`config.mk`:
```
export PLATFORM = sky130hd
export DESIGN_NAME = game_tick_gen
export DESIGN_NICKNAME = d
export VERILOG_FILES = /design/src/rtl/game_tick_gen.sv
export SDC_FILE = /design/constraint.sdc
export NUM_CORES = 1
export LEC_CHECK = 0
export ABC_AREA = 1
export CORE_ASPECT_RATIO = 0.6
export CORE_MARGIN = 2
export CORE_UTILIZATION = 50
export CTS_CLUSTER_DIAMETER = 60
export DETAILED_ROUTE_END_ITERATION = 10
export PLACE_DENSITY = 0.78
export SLEW_MARGIN = 0
export SYNTH_ARGS = -nofsm -noshare
export SYNTH_HDL_FRONTEND = slang
export SYNTH_SLANG_ARGS = --single-unit
```
`constraint.sdc`:
```
create_clock -name i_clk -period 3 [get_ports i_clk]
set_clock_uncertainty 0.2 [all_clocks]
set_input_delay 0.45 -clock i_clk [delete_from_list [all_inputs] [get_ports i_clk]]
set_output_delay 0.45 -clock i_clk [all_outputs]
set_load 0.1 [all_outputs]
```
`src/rtl/game_tick_gen.sv`:
```
// -----------------------------------------------------------------------------
// game_tick_gen
// Multi-channel game-tick generator. Each channel counts 0..P_k and emits a
// one-cycle registered o_mv[k] pulse on every wrap, so its tick period is
// P_k+1 cycles. Channel 0 wraps also feed a STEP_DIV prescaler that advances a
// saturating game-time step counter.
//
// Ports
//   i_clk        system clock
//   i_rst        synchronous active-high reset (also clears shadow periods)
//   i_run        game active; low forces IDLE and clears counters/outputs
//   i_pause      freezes all counters while high
//   i_reload     strobe: relatch i_period and restart all channel counters
//   i_period     per-channel period P_k in [k*CNT_WIDTH +: CNT_WIDTH]
//   o_mv         per-channel one-cycle tick
//   o_time_step  elapsed game-time steps, saturating at all-ones
//   o_step_tick  one-cycle pulse on each o_time_step increment
//   o_sat        sticky, o_time_step has reached all-ones
//   o_active     high while in RUN
// -----------------------------------------------------------------------------
module game_tick_gen #(
    parameter int NUM_CH     = 2,
    parameter int CNT_WIDTH  = 23,
    parameter int STEP_DIV   = 1000,
    parameter int STEP_WIDTH = 8
) (
    input  logic                        i_clk,
    input  logic                        i_rst,
    input  logic                        i_run,
    input  logic                        i_pause,
    input  logic                        i_reload,
    input  logic [NUM_CH*CNT_WIDTH-1:0] i_period,
    output logic [NUM_CH-1:0]           o_mv,
    output logic [STEP_WIDTH-1:0]       o_time_step,
    output logic                        o_step_tick,
    output logic                        o_sat,
    output logic                        o_active
);

    localparam int SC_W = (STEP_DIV > 1) ? $clog2(STEP_DIV) : 1;

    typedef enum logic [1:0] {S_IDLE, S_RUN, S_PAUSE} state_t;

    state_t                r_state;
    logic [CNT_WIDTH-1:0]  r_cnt [NUM_CH];
    logic [CNT_WIDTH-1:0]  r_per [NUM_CH];
    logic [SC_W-1:0]       r_step_cnt;
    logic [STEP_WIDTH-1:0] r_time_step;
    logic                  r_sat;
    logic [NUM_CH-1:0]     r_mv;
    logic                  r_step_tick;
    logic                  r_active;

    logic [NUM_CH-1:0]     w_wrap;
    logic                  w_adv;
    logic [STEP_WIDTH-1:0] w_ts_inc;

    always_comb begin
        for (int k = 0; k < NUM_CH; k++) begin
            w_wrap[k] = (r_cnt[k] == r_per[k]);
        end
    end

    // Counting edges: plain RUN, and also the edge that leaves PAUSE. Letting
    // the exit edge count keeps the delay exactly equal to the number of
    // cycles i_pause was sampled high (the entry edge is the frozen one).
    assign w_adv = i_run &&
                   (((r_state == S_RUN) && !i_pause && !i_reload) ||
                    ((r_state == S_PAUSE) && !i_pause));

    assign w_ts_inc = r_time_step + 1'b1;

    always_ff @(posedge i_clk) begin
        if (i_rst) begin
            r_state     <= S_IDLE;
            r_step_cnt  <= '0;
            r_time_step <= '0;
            r_sat       <= 1'b0;
            r_mv        <= '0;
            r_step_tick <= 1'b0;
            r_active    <= 1'b0;
            for (int k = 0; k < NUM_CH; k++) begin
                r_cnt[k] <= '0;
                r_per[k] <= '0;
            end
        end else if (!i_run) begin
            // Same clear as reset, but the shadow periods survive.
            r_state     <= S_IDLE;
            r_step_cnt  <= '0;
            r_time_step <= '0;
            r_sat       <= 1'b0;
            r_mv        <= '0;
            r_step_tick <= 1'b0;
            r_active    <= 1'b0;
            for (int k = 0; k < NUM_CH; k++) begin
                r_cnt[k] <= '0;
            end
        end else begin
            r_mv        <= '0;
            r_step_tick <= 1'b0;

            case (r_state)
                S_IDLE: begin
                    r_state  <= S_RUN;
                    r_active <= 1'b1;
                    for (int k = 0; k < NUM_CH; k++) begin
                        r_per[k] <= i_period[k*CNT_WIDTH +: CNT_WIDTH];
                        r_cnt[k] <= '0;
                    end
                end
                S_RUN: begin
                    if (i_pause) begin
                        r_state  <= S_PAUSE;
                        r_active <= 1'b0;
                    end else if (i_reload) begin
                        // Reload beats a coincident wrap: no tick, step_cnt untouched.
                        for (int k = 0; k < NUM_CH; k++) begin
                            r_per[k] <= i_period[k*CNT_WIDTH +: CNT_WIDTH];
                            r_cnt[k] <= '0;
                        end
                    end
                end
                S_PAUSE: begin
                    if (!i_pause) begin
                        r_state  <= S_RUN;
                        r_active <= 1'b1;
                    end
                end
                default: begin
                    r_state  <= S_IDLE;
                    r_active <= 1'b0;
                end
            endcase

            if (w_adv) begin
                for (int k = 0; k < NUM_CH; k++) begin
                    if (w_wrap[k]) begin
                        r_cnt[k] <= '0;
                        r_mv[k]  <= 1'b1;
                    end else begin
                        r_cnt[k] <= r_cnt[k] + 1'b1;
                    end
                end

                if (w_wrap[0]) begin
                    if (r_step_cnt == SC_W'(STEP_DIV - 1)) begin
                        r_step_cnt <= '0;
                        // Once saturated the prescaler keeps wrapping silently.
                        if (!(&r_time_step)) begin
                            r_time_step <= w_ts_inc;
                            r_step_tick <= 1'b1;
                            if (&w_ts_inc) r_sat <= 1'b1;
                        end
                    end else begin
                        r_step_cnt <= r_step_cnt + 1'b1;
                    end
                end
            end
        end
    end

    assign o_mv        = r_mv;
    assign o_time_step = r_time_step;
    assign o_step_tick = r_step_tick;
    assign o_sat       = r_sat;
    assign o_active    = r_active;

endmodule

```
==> impl_metrics.tcl <==
set metrics [dict create \
    outcome "finished, final reports clean" \
    critPathKind "register to register" \
    n_antenna_cell 0 \
    layout_min_cycle_time_ns 2.554 \
    drt_wl_total_um 15570 \
    n_fill_cell 1134 \
    holdCritStartpoint "r_step_cnt[7]" \
    ff2ff_setup_slack_ns 0.45 \
    actual_slew_at_the_worst_max_slew_pin_ns 0.5356 \
    hpwl_um 11050 \
    end_of_the_worst_register_to_register_path "r_cnt[0][16]" \
    cp_data_arrival_time_ns 2.51 \
    power_density_nw_per_um2 526.7 \
    design.die.area_um2 14360 \
    drc 0 \
    multi_input_comb_area_um2 2830 \
    finalHoldViolCount 0 \
    place_congestion 0.9601 \
    grt_pass1_wl_um 26020 \
    post_synth_inst_count 844 \
    timing.rr.start "r_cnt[0][0]" \
    synthesis.area_per_instance_um2 7.934 \
    grt_setup_unrepaired "no" \
    setup_viol_count_final 0 \
    tritoncts_clock_tree "done" \
    critPathSlowestCell "sky130_fd_sc_hd__edfxtp_1" \
    grt_antenna_before_repair 0 \
    core_um2 12970 \
    portBuffers 63 \
    synth_top_family_by_area "simple AND/OR/NAND/NOR gates" \
    reg2regPathDepth 9 \
    hold_path_depth 2 \
    synth_compound_area_share_pct 2.336 \
    grt_start_max_net_pins 47 \
    post-route-util_pct 62.12 \
    path_class_of_the_lowest_slack_min_delay_path "register to register" \
    cap_violations 0 \
    cts.sink_count 116 \
    ant_nets 0 \
    avgViaCountPerCell 5.207 \
    drv_slew 0 \
    critPathRequiredTime_ns 2.95 \
    synth.yosys.warnings 0 \
    yosys.area_share.xor_xnor_pct 8.894 \
    ys_ff_latch 116 \
    final_routed_wire_length_divided_by_cell_count_um 14.17 \
    synthMuxAreaShare_pct 0 \
    synth.cell_area_um2 6696 \
    die-width_um 153.4 \
    synthDistinctLibCells 34 \
    min_period_over_period_pct 85.13 \
    final.setup.tns_ns 0 \
    finalHoldWorstSlack_ns 0.3040 \
    drt-pass1-iter-count 8 \
    cts_root_buf "sky130_fd_sc_hd__clkbuf_16" \
    timing.hold.worst_endpoint "r_step_cnt[7]" \
    postCtsSetupBuffers 0 \
    synthSimpleGateAreaFrac_pct 30.19 \
    synth-adder-area-share_pct 0.7474 \
    sequential_cell_area_um2 3243 \
    critical_path.startpoint_type "register" \
    globalRoute.totalOverflow 0 \
    layout-area-overhead-vs-synth_pct 20.35 \
    clock_tree.htree_level_count 4 \
    cts_resized 0 \
    placement_rows 32 \
    cts.clk_slew.worst_paths_ns 0.06 \
    grt.total_usage_pct 22.98 \
    postSynthNetCount 899 \
    cts.path.max_buffers 2 \
    nets 971 \
    pin_count 64 \
    detail_route.iter0.violations 572 \
    grt_pass1_vias 5218 \
    cts_hold_repair.buffers 0 \
    drive_gt1_share_pct 10.01 \
    crit_path_max_fanout 6 \
    worst_ir_drop_vdd_v 0.0003776 \
    initial_core_util_pct 51.62 \
    synth.yosys.seq_area_share_pct 48.43 \
    max_slew_margin_pct 64.25 \
    fp.dieH_um 93.64 \
    worst_skew_pair.late_latency_ns 0.42 \
    leakage_nw 3.322 \
    total_vias_in_the_final_route 5722 \
    cpPeakStageDelay_ns 0.43 \
    numCtsBuffers 17 \
    cp_cell_sequence "ha_1 -> nand2_1 -> nor2_2 -> nand3_1 -> nor3_2 -> nand2_1 -> nor2_1 -> xor2_1 -> nor2_1" \
    end_kind "register" \
    timing.fmax_ghz 0.3915 \
]
[synth_stat cells (all sizes together)]
cell,count,area share (%)
xor2,28,3.7
ha,4,0.75
nand3b,1,0.11
dfxtp,24,7.2
nand3,39,3.3
and3,2,0.19
clkbuf,5,0.28
o21ai,3,0.22
a21oi,24,1.8
o21a,1,0.11
edfxtp,92,41
and2,1,0.093
o21bai,1,0.11
nor4,5,0.47
inv,138,7.7
nand4,32,3.0
nand2,184,10
a31oi,1,0.093
xnor2,40,5.2
clkinv,2,0.11
or2,7,0.65
nor2,177,10
buf,15,1.3
nor3,18,1.5
[metrics by stage]
| stage | worst slack, ns | area, µm² | total power [mW] | cells |
|---|---|---|---|---|
| 2_1_floorplan | 0.04855 | 6701 | 2.167 | 844 |
| 3_3_place_gp | 0.5122 | 7497 | 2.319 | 1067 |
| 3_5_place_dp | 0.4773 | 7497 | 2.330 | 1067 |
| 4_1_cts | 0.5339 | 8059 | 4.259 | 1099 |
| 5_1_grt | 0.3006 | 8059 | 4.394 | 1099 |
| 6_report | 0.4460 | 8059 | 4.245 | 1099 |
[flip-flops by register name (all words and copies together), names as in the netlist]
name	cells
o_step_tick	1
o_active	1
o_mv	2
r_cnt	46
r_per	46
r_step_cnt	10
o_sat	1
o_time_step	8
r_state	1
[critical path: cells and delay by family (launching register included)]
family | cells | cell delay (ns)
AND/OR/NAND/NOR | 7 | 1.14
flip-flops | 1 | 0.43
adder cells (fa/ha/maj) | 1 | 0.35
XOR/XNOR | 1 | 0.17
[worst max-delay path by stage]
stage                      from       endpoint  slack, ns
global route        r_cnt[0][0]   r_cnt[0][16]       0.30
detailed placement        i_rst    r_cnt[0][3]       0.48
floorplan              o_active    r_cnt[0][0]       0.05
finish              r_cnt[0][0]   r_cnt[0][16]       0.45
CTS                 r_cnt[0][0]   r_cnt[0][16]       0.53
global placement          i_run  r_step_cnt[6]       0.51
[cell type report]
cell class | count | share of cell area (%)
Clock buffer | 17 | 5.279
Tap cell | 170 | 2.639
Clock inverter | 15 | 1.692
Inverter | 140 | 6.521
Timing Repair Buffer | 73 | 8.508
Sequential cell | 116 | 40.24
Multi-Input combinational cell | 568 | 35.12
[per-layer routing]
| metal | track usage [%] | part of all wire [%] | up-vias |
|---|---|---|---|
| li1 | - | - | 2817 |
| met1 | 34.32 | 49 | 2591 |
| met2 | 33.07 | 40 | 288 |
| met3 | 5.931 | 9.7 | 26 |
| met4 | 6.116 | 1.3 | 0 |
| met5 | 0 | 0 | - |
[report_power, final]
group / switching, mW / leakage, nW / internal [mW]
registers: 0.0851 / 1.22 / 1.83
clock network: 0.844 / 0.278 / 1.10
logic: 0.215 / 1.83 / 0.173
total: 1.14 / 3.32 / 3.10
[cell families after synthesis]
group | count (synthesis)
compound gates | 30
flops | 116
fa+ha+maj | 4
simple gates | 466
buf+inv | 160
xor+xnor | 68
[layout by cell type, fill, tap and decap left out, types with 2 or more instances in the layout]
master / instances
sky130_fd_sc_hd__nand4_1: 32
sky130_fd_sc_hd__inv_1: 125
sky130_fd_sc_hd__nand3_2: 6
sky130_fd_sc_hd__a21oi_1: 24
sky130_fd_sc_hd__o21ai_0: 3
sky130_fd_sc_hd__clkinv_1: 2
sky130_fd_sc_hd__nor3_2: 2
sky130_fd_sc_hd__xor2_1: 28
sky130_fd_sc_hd__nand3_1: 33
sky130_fd_sc_hd__or2_1: 3
sky130_fd_sc_hd__inv_8: 4
sky130_fd_sc_hd__dfxtp_1: 24
sky130_fd_sc_hd__nor2_1: 169
sky130_fd_sc_hd__and3_1: 2
sky130_fd_sc_hd__nor2_4: 3
sky130_fd_sc_hd__inv_2: 13
sky130_fd_sc_hd__clkbuf_16: 17
sky130_fd_sc_hd__or2_2: 4
sky130_fd_sc_hd__xnor2_1: 40
sky130_fd_sc_hd__clkdlybuf4s50_1: 50
sky130_fd_sc_hd__ha_1: 4
sky130_fd_sc_hd__nor4_1: 5
sky130_fd_sc_hd__nand2_2: 4
sky130_fd_sc_hd__edfxtp_1: 92
sky130_fd_sc_hd__nor2_2: 5
sky130_fd_sc_hd__clkinv_4: 2
sky130_fd_sc_hd__nor3_1: 16
sky130_fd_sc_hd__inv_6: 7
sky130_fd_sc_hd__buf_4: 22
sky130_fd_sc_hd__nand2_1: 180
No activity file was read; power rests on OpenSTA's default activity.
